==> src/rtl/invader_shot_scheduler.sv <==
// invader_shot_scheduler
//
// Schedules invader bomb firing. A pool of N_SLOTS bomb slots is shared by all
// invader columns; a frame-based cooldown spaces shots, and a one-column-per-
// cycle search picks a living column to fire from. Each pick is offered to the
// bomb datapath over a valid/ready handshake and is never retracted.
//
// Optional feature: define SHOT_RANDOM_EN to seed each search from an 8-bit
// Galois LFSR instead of the round-robin pointer.
//
// Ports:
//   clk          in   system clock
//   rst          in   synchronous, active-high reset
//   frame        in   one-cycle pulse at start of blanking
//   enable       in   firing allowed
//   alive_cols   in   [N_COLS]  column c has a living invader
//   slot_done    in   [N_SLOTS] per-slot pulse, bomb finished
//   spawn_ready  in   datapath accepts the spawn
//   spawn_valid  out  spawn request pending
//   spawn_col    out  [COL_W]   column to fire from
//   spawn_slot   out  [SLOT_W]  slot to use
//   slots_busy   out  [N_SLOTS] slot s holds a live bomb

module invader_shot_scheduler #(
    parameter int unsigned N_COLS          = 6,
    parameter int unsigned COL_W           = 3,
    parameter int unsigned N_SLOTS         = 3,
    parameter int unsigned SLOT_W          = 2,
    parameter int unsigned COOLDOWN_FRAMES = 30
) (
    input  logic                clk,
    input  logic                rst,
    input  logic                frame,
    input  logic                enable,
    input  logic [N_COLS-1:0]   alive_cols,
    input  logic [N_SLOTS-1:0]  slot_done,
    input  logic                spawn_ready,
    output logic                spawn_valid,
    output logic [COL_W-1:0]    spawn_col,
    output logic [SLOT_W-1:0]   spawn_slot,
    output logic [N_SLOTS-1:0]  slots_busy
);

    typedef enum logic [1:0] {
        S_WAIT   = 2'd0,
        S_SEARCH = 2'd1,
        S_ISSUE  = 2'd2
    } state_e;

    state_e              state_q, state_d;
    logic [7:0]          cd_q, cd_d;
    logic [COL_W-1:0]    ptr_q, ptr_d;
    logic [COL_W-1:0]    idx_q, idx_d;
    logic [COL_W:0]      miss_q, miss_d;
    logic [SLOT_W-1:0]   slot_q, slot_d;
    logic                spawn_valid_q, spawn_valid_d;
    logic [COL_W-1:0]    spawn_col_q, spawn_col_d;
    logic [SLOT_W-1:0]   spawn_slot_q, spawn_slot_d;
    logic [N_SLOTS-1:0]  slots_busy_q, slots_busy_d;

    logic [COL_W-1:0]    start_col;
    logic [SLOT_W-1:0]   free_slot;
    logic                can_fire;
    logic                accept;

`ifdef SHOT_RANDOM_EN
    logic [7:0]          lfsr_q, lfsr_d;

    // Right-shifting Galois form of x^8+x^6+x^5+x^4+1.
    always_comb begin
        lfsr_d = {1'b0, lfsr_q[7:1]} ^ (lfsr_q[0] ? 8'hB8 : 8'h00);
    end

    // Out-of-range random columns fold to column 0.
    always_comb begin
        if (32'(lfsr_q[COL_W-1:0]) >= N_COLS) begin
            start_col = '0;
        end else begin
            start_col = lfsr_q[COL_W-1:0];
        end
    end
`else
    always_comb begin
        start_col = ptr_q;
    end
`endif

    // Lowest-numbered clear slot; scanning downward lets the lowest win.
    always_comb begin
        free_slot = '0;
        for (int unsigned s = N_SLOTS; s > 0; s--) begin
            if (!slots_busy_q[s-1]) begin
                free_slot = SLOT_W'(s - 1);
            end
        end
    end

    always_comb begin
        can_fire = (cd_q == 8'd0) && enable && (alive_cols != '0) && !(&slots_busy_q);
        accept   = (state_q == S_ISSUE) && spawn_ready;
    end

    always_comb begin
        state_d       = state_q;
        cd_d          = cd_q;
        ptr_d         = ptr_q;
        idx_d         = idx_q;
        miss_d        = miss_q;
        slot_d        = slot_q;
        spawn_valid_d = spawn_valid_q;
        spawn_col_d   = spawn_col_q;
        spawn_slot_d  = spawn_slot_q;

        // Done pulses on already-clear slots are harmless here; a set from
        // an acceptance below is applied after the clear.
        slots_busy_d  = slots_busy_q & ~slot_done;

        // Reload on acceptance takes priority over a coincident frame.
        if (accept) begin
            cd_d = 8'(COOLDOWN_FRAMES);
        end else if (frame && enable && (cd_q != 8'd0)) begin
            cd_d = cd_q - 8'd1;
        end

        case (state_q)
            S_WAIT: begin
                if (can_fire) begin
                    state_d = S_SEARCH;
                    idx_d   = start_col;
                    miss_d  = '0;
                    slot_d  = free_slot;
                end
            end

            S_SEARCH: begin
                if (!enable) begin
                    state_d = S_WAIT;
                end else if (alive_cols[idx_q]) begin
                    spawn_col_d   = idx_q;
                    spawn_slot_d  = slot_q;
                    spawn_valid_d = 1'b1;
                    state_d       = S_ISSUE;
                end else begin
                    idx_d  = (idx_q == COL_W'(N_COLS - 1)) ? '0 : idx_q + COL_W'(1);
                    miss_d = miss_q + (COL_W+1)'(1);
                    if (miss_q == (COL_W+1)'(N_COLS - 1)) begin
                        state_d = S_WAIT;
                    end
                end
            end

            S_ISSUE: begin
                if (spawn_ready) begin
                    slots_busy_d[spawn_slot_q] = 1'b1;
                    ptr_d         = (spawn_col_q == COL_W'(N_COLS - 1)) ? '0
                                                                        : spawn_col_q + COL_W'(1);
                    spawn_valid_d = 1'b0;
                    state_d       = S_WAIT;
                end
            end

            default: begin
                state_d = S_WAIT;
            end
        endcase
    end

    always_ff @(posedge clk) begin
        if (rst) begin
            state_q       <= S_WAIT;
            cd_q          <= 8'(COOLDOWN_FRAMES);
            ptr_q         <= '0;
            idx_q         <= '0;
            miss_q        <= '0;
            slot_q        <= '0;
            spawn_valid_q <= 1'b0;
            spawn_col_q   <= '0;
            spawn_slot_q  <= '0;
            slots_busy_q  <= '0;
`ifdef SHOT_RANDOM_EN
            lfsr_q        <= 8'hA5;
`endif
        end else begin
            state_q       <= state_d;
            cd_q          <= cd_d;
            ptr_q         <= ptr_d;
            idx_q         <= idx_d;
            miss_q        <= miss_d;
            slot_q        <= slot_d;
            spawn_valid_q <= spawn_valid_d;
            spawn_col_q   <= spawn_col_d;
            spawn_slot_q  <= spawn_slot_d;
            slots_busy_q  <= slots_busy_d;
`ifdef SHOT_RANDOM_EN
            lfsr_q        <= lfsr_d;
`endif
        end
    end

    assign spawn_valid = spawn_valid_q;
    assign spawn_col   = spawn_col_q;
    assign spawn_slot  = spawn_slot_q;
    assign slots_busy  = slots_busy_q;

endmodule

==> config.mk <==
export PLATFORM = sky130hd
export DESIGN_NAME = invader_shot_scheduler
export DESIGN_NICKNAME = d
export VERILOG_FILES = /design/src/rtl/invader_shot_scheduler.sv
export SDC_FILE = /design/constraint.sdc
export NUM_CORES = 1
export LEC_CHECK = 0
export CORE_MARGIN = 2
export CORE_UTILIZATION = 48
export CTS_CLUSTER_DIAMETER = 100
export DETAILED_ROUTE_END_ITERATION = 6
export PLACE_DENSITY_LB_ADDON = 0.08
export SLEW_MARGIN = 30
export SYNTH_ARGS = -nofsm -noshare
export SYNTH_HDL_FRONTEND = slang
export SYNTH_SLANG_ARGS = --single-unit
==> constraint.sdc <==
create_clock -name clk -period 1.75 [get_ports clk]
set_input_delay 0.35 -clock clk [delete_from_list [all_inputs] [get_ports clk]]
set_output_delay 0.35 -clock clk [all_outputs]
set_load 0.02 [all_outputs]
## Yosys cells after proc, flatten, opt, wreduce, memory -nomap -nowiden

Cells that the tools add are included.

| storage, ports and cells | value |
|---|---|
| flip-flop bits (word level) | 31 |
| bits in latches | 0 |
| bits in writable memories | 0 |
| bits in read-only memories | 0 |
| output and inout bits | 9 |
| memories | 0 |

| operators by class | value |
|---|---|
| add/subtract/negate cells | 4 |
| $mul | 0 |
| div/mod/pow operators | 0 |
| order comparisons | 3 |
| equality and inequality tests | 11 |
| shift-type cells | 0 |
| mux-type cells | 29 |
| bitwise gates (word level) | 3 |
| reduce and logical (&&, ||, !) cells | 22 |

Operator list:

| cell | number |
|---|---|
| $mux 3 | 7 |
| $mux 2 | 8 |
| $mux 4 | 3 |
| $ne 2x2->1 const B | 5 |
| $reduce_and 3->1 | 3 |
| $logic_not 8->1 | 1 |
| $pmux 4 s2 | 1 |
| $reduce_and 4->1 | 2 |
| $reduce_bool 8->1 | 1 |
| $sub 8x1->8 const B | 1 |
| $logic_and 1x1->1 | 7 |
| $add 3x1->3 const B | 2 |
| $eq 3x3->1 const B | 2 |
| $pmux 2 s3 | 1 |
| $pmux 3 s2 | 1 |
| $reduce_bool 6->1 | 1 |
| $mux 1 | 5 |
| $add 4x1->4 const B | 1 |
| $eq 4x3->1 const B | 1 |
| $lt 3x4->1 const B | 1 |
| $ne 4x4->1 const B | 1 |
| $reduce_and 2->1 | 2 |
| $reduce_bool 2->1 | 2 |
| $and 3x3->3 | 1 |
| 12 further kinds | 12 |

## Longest topological paths before layout

| depth | value |
|---|---|
| depth after elaboration | 7 |
| depth in mapped cells | 6 |

## Worst setup path before layout

Ideal clock, no wire load.

| path | value |
|---|---|
| path type | register to register |
| start | register cd_q[2] |
| end | register idx_q[1] |
| arrival time | 1.805 ns |
| required time | 1.679 ns |
| setup slack | -0.126 ns |
| cell stages (with the launch flop) | 6 |
| path buffers | 0 |
| cell sequence | dfxtp_1 > nor4_4 > nand3_2 > o31a_1 > or4_1 > a21oi_1 |

| on the way | value |
|---|---|
| cells in the longest elaborated chain, start to end | 6 |

RTL lines:

| element | line | RTL |
|---|---|---|
| from (decl) | 51 | `logic [7:0] cd_q, cd_d;` |
| from (signal assigned) | 171 | `cd_q <= 8'(COOLDOWN_FRAMES);` |
| $logic_not 8->1 | 99 | `can_fire = (cd_q == 8'd0) && enable && (alive_cols != '0) && !(&slots_busy_q);` |
| $logic_and 1x1->1 (3 in series) | 99 |  |
| $ne 2x2->1 (no source line) | -- |  |
| $reduce_and 4->1 (no source line) | -- |  |
| to (signal assigned) | 187 | `idx_q <= idx_d;` |
| to (decl) | 53 | `logic [COL_W-1:0] idx_q, idx_d;` |

Every way passes these cells.
A chain may end at the register's enable or synchronous reset.

## Worst setup path after layout

| path | value |
|---|---|
| start | register cd_q[3] |
| end | register idx_q[1] |

Same word-level chain as after synthesis.

==> run_results.csv <==
group,metric,value,unit
critical_path,path_buf_inv,0,
layout,fillCellCount,265,
layout,antenna_cells,0,
placed_design,gp_congestion,0.8518,
critical_path,cp.depth,5,
detailed_routing,wl,3731,um
power_and_ir_drop,p_sw_frac,0.2184,
outcome,status,"complete, but fails checks",
power_and_ir_drop,power_frac_comb,0.078,
sta,min_period,1773,ps
power_and_ir_drop,cellPowerDensity,665.7,mW/mm^2
sta,rsz0062_at_grt,"yes",
critical_path,worstPathRequired,2030,ps
layout,ff_latch_area,624.3,um^2
layout,mostFrequentLayoutCells,"dfxtp_1, buf_4, nor2_1, a21oi_1, nand2_1",
floorplanning,die_w,60.72,um
sta,maxSlewHeadroom,0.7580,
detailed_routing,highest-signal-layer,"met4",
power_and_ir_drop,seq_power_share,0.504,
critical_path,endpoint_kind,"flip-flop",
clock_tree,cts_buffer_depth,2,
critical_path,critPathMaxStageDelay,420,ps
clock_tree,cts_tree,"built",
critical_path,reg2reg_from,"cd_q[3]$_SDFFE_PP1P_",
sta,hold_violations,0,
floorplanning,die_area,0.003686,mm^2
sta,period_share,1.013,
yosys,synth-edff-count,0,
yosys,syn_nets,202,
grt,grtUsageTotal,0.2266,
critical_path,slowest_stage,"or4_1",
outcome,violations,"setup timing",
detailed_routing,wl_per_cell,13.37,um
layout,stdcell_count,279,
layout,num-nets-final,252,
power_and_ir_drop,internal-power,1.106,mW
sta,setup_viol,3,
grt,antenna_found_initial,0,
layout,area_growth,37.68,%
power_and_ir_drop,power.leakage,0.8980,nW
power_and_ir_drop,peakVddDrop,0.4114,mV
critical_path,r2r_setup_slack,-20,ps
flow_run,drv_cap,0,
yosys,seq_area_frac_synth,0.4019,
sta,whs,458.6,ps
clock_tree,ctsHtreeMaxLevel,2,
power_and_ir_drop,p_clk_frac,0.417,
clock_tree,cts_root_buf,"clkbuf_4",
floorplanning,ioPinCount,23,
yosys,synth_cell_type_count,40,
sta,max_freq,564.1,MHz
hold_path,hold_path_end,"spawn_valid$_SDFFE_PP0P_",
layout,multi_input_area,907.1,um^2
critical_path,setup.worst_path.start_class,"flip-flop",
sta,skew,5.854,ps
clock_tree,clock-sinks,31,
yosys,syn_area,0.001544,mm^2
detailed_routing,drtPass1Iterations,4,
critical_path,crit_arrival,2050,ps
sta,tightest_slew,361.0,ps
sta,finalMaxSlewViolations,0,
detailed_routing,drtIter0Drc,87,
placed_design,dpl.cell_count,271,
detailed_routing,drc,0,
clock_tree,clkTransAtPathRegs,90,ps
floorplanning,core,0.003053,mm^2
detailed_routing,drt-met1-wl,1545,um
grt,grt_pass1_vias,1445,
detailed_routing,wl_met3,188,um
grt,grt_max_degree,23,
detailed_routing,vias,1545,
critical_path,cp_max_fo,6,
placed_design,hpwlAfterDp,2721,um
power_and_ir_drop,power,1.415,mW
floorplanning,die-height,60.72,um
detailed_routing,ant_nets,0,
yosys,avgSynthCellArea,8.391,um^2
clock_tree,cts_setup_buffers,0,
critical_path,path_delay_family,"simple AND/OR/NAND/NOR gates",
floorplanning,row_count,20,
hold_path,hp-start,"spawn_valid$_SDFFE_PP0P_",
layout,drive_gt1_frac,0.2000,
sta,setup_ws,-22.80,ps
yosys,ys_seq_elements,31,
yosys,async_flop_share,0,
detailed_routing,wl_met2,1909,um
clock_tree,clock_latency,340,ps
power_and_ir_drop,p_sw,0.3091,mW
detailed_routing,viasPerCell,5.538,
placed_design,place_ws,-346.4,ps
yosys,synth_cells,184,
critical_path,critical_path_class,"reg2reg",
floorplanning,initial_core_util,0.5057,
hold_path,hold_path_depth,2,
grt,grt.overflow.total,0,
clock_tree,cts_buffers,5,
critical_path,ff2ff_path_depth,5,
hold_path,holdCritPathClass,"reg2reg",
yosys,synthFlopType,"dfxtp_1",
critical_path,path_cells,"nor4_4 -> nand3_2 -> o31a_1 -> or4_1 -> a21oi_1",
placed_design,portBuffers,22,
grt,grt_pass1_wl,6092,um
yosys,yosysWarnings,0,
critical_path,r2r_end,"idx_q[1]$_SDFFE_PP0P_",
layout,final_common_cell,"dfxtp_1",
through the flow:
step                      setup TNS (ps)  area [um^2]  utilization
after floorplan                        0         1546            -
after global placement             -4073         1996       0.6537
after detailed placement           -4261         1996       0.6537
after CTS                         -54.44         2079       0.6811
after global routing              -453.1         2126       0.6963
final                             -54.19         2126       0.6963
state kept, by name, indices dropped and copies added, names as in the netlist:
name	cells
cd_q	8
miss_q	4
idx_q	3
ptr_q	3
slots_busy	3
spawn_col	3
slot_q	2
spawn_slot	2
state_q	2
spawn_valid	1
final cells by class:
class | count | share of cell area
multi-input cells | 141 | 0.4267
flip-flops and latches | 31 | 0.2937
repair buffers | 48 | 0.2007
well taps | 44 | 0.02590
clock buffers | 6 | 0.02413
clock inverters | 2 | 0.01648
inverters | 7 | 0.01236
repair_timing:
| action | 4_1_cts | 5_1_grt |
|---|---|---|
| pin swaps | 0 | 8 |
| gates resized for setup | 6 | 14 |
| hold buffers | 0 | 0 |
| hold endpoints to repair | 0 | 0 |
| endpoints found under the setup margin | 7 | 14 |
worst max path at each step:
| stage | from | end | slack, ps |
|---|---|---|---|
| detailed placement | alive_cols[3] | idx_q[1]$_SDFFE_PP0P_ | -350 |
| CTS | cd_q[5]$_SDFFE_PP0P_ | idx_q[1]$_SDFFE_PP0P_ | -30 |
| global route | cd_q[3]$_SDFFE_PP1P_ | idx_q[1]$_SDFFE_PP0P_ | -130 |
| finish | cd_q[3]$_SDFFE_PP1P_ | idx_q[1]$_SDFFE_PP0P_ | -20 |
| floorplan | cd_q[5]$_SDFFE_PP0P_ | idx_q[1]$_SDFFE_PP0P_ | 40 |
| global placement | alive_cols[3] | idx_q[0]$_SDFFE_PP0P_ | -340 |
Yosys cell counts, types with 2 or more instances:
cell      number  area, um^2
xor2_1         3       26.28
or4_1          3       22.52
mux2i_1        8       80.08
nor2b_1        3       18.77
and2_1         2       12.51
dfxtp_1       31       620.6
buf_2          2       10.01
o21ai_1        2       10.01
o21ai_0        6       30.03
a21oi_1       19       95.09
nand2b_1       4       25.02
clkbuf_1       3       11.26
ha_1           4       50.05
nor3_1         7       35.03
xnor2_1        3       26.28
nand2_1       16       60.06
nand3_1        5       25.02
nand4b_1       3       26.28
nor2_1        24       90.09
nand3b_1       3       22.52
o211ai_1       2       15.01
a31oi_1        4       25.02
a32o_1         2       20.02
o31ai_1        2       15.01
nor3b_1        2       15.01
inv_1          7       26.28
power by group through the flow:
stage / clock, mW / sequential (mW) / combinational, mW
2_1_floorplan: 0 / 0.731 / 0.0389
4_1_cts: 0.610 / 0.714 / 0.108
6_report: 0.591 / 0.714 / 0.111
3_3_place_gp: 0 / 0.730 / 0.104
5_1_grt: 0.640 / 0.715 / 0.122
3_5_place_dp: 0 / 0.730 / 0.106
per-layer routing:
metal	up-vias	GRT usage
met1	724	0.2593
met5	-	0
li1	771	-
met3	9	0.07249
met2	41	0.3825
met4	0	0.1087
worst min-delay path, stage by stage (launching register included):
cell and delay (ps):
dfxtp_1 320, nand2_1 50, a21oi_1 50
kinds of logic (layout without fill, tap and decap cells):
family | after synthesis | after routing | share of synthesized area
buffers and inverters | 12 | 63 | 0.03080
muxes | 9 | 9 | 0.05916
and+or+nand+nor | 79 | 79 | 0.2715
adders and majority gates | 4 | 4 | 0.03242
DFF | 31 | 31 | 0.4019
AOI/OAI and AO/OA | 43 | 43 | 0.1702
xor gates and xnor gates | 6 | 6 | 0.03404
(Power assumes the default switching activity.)
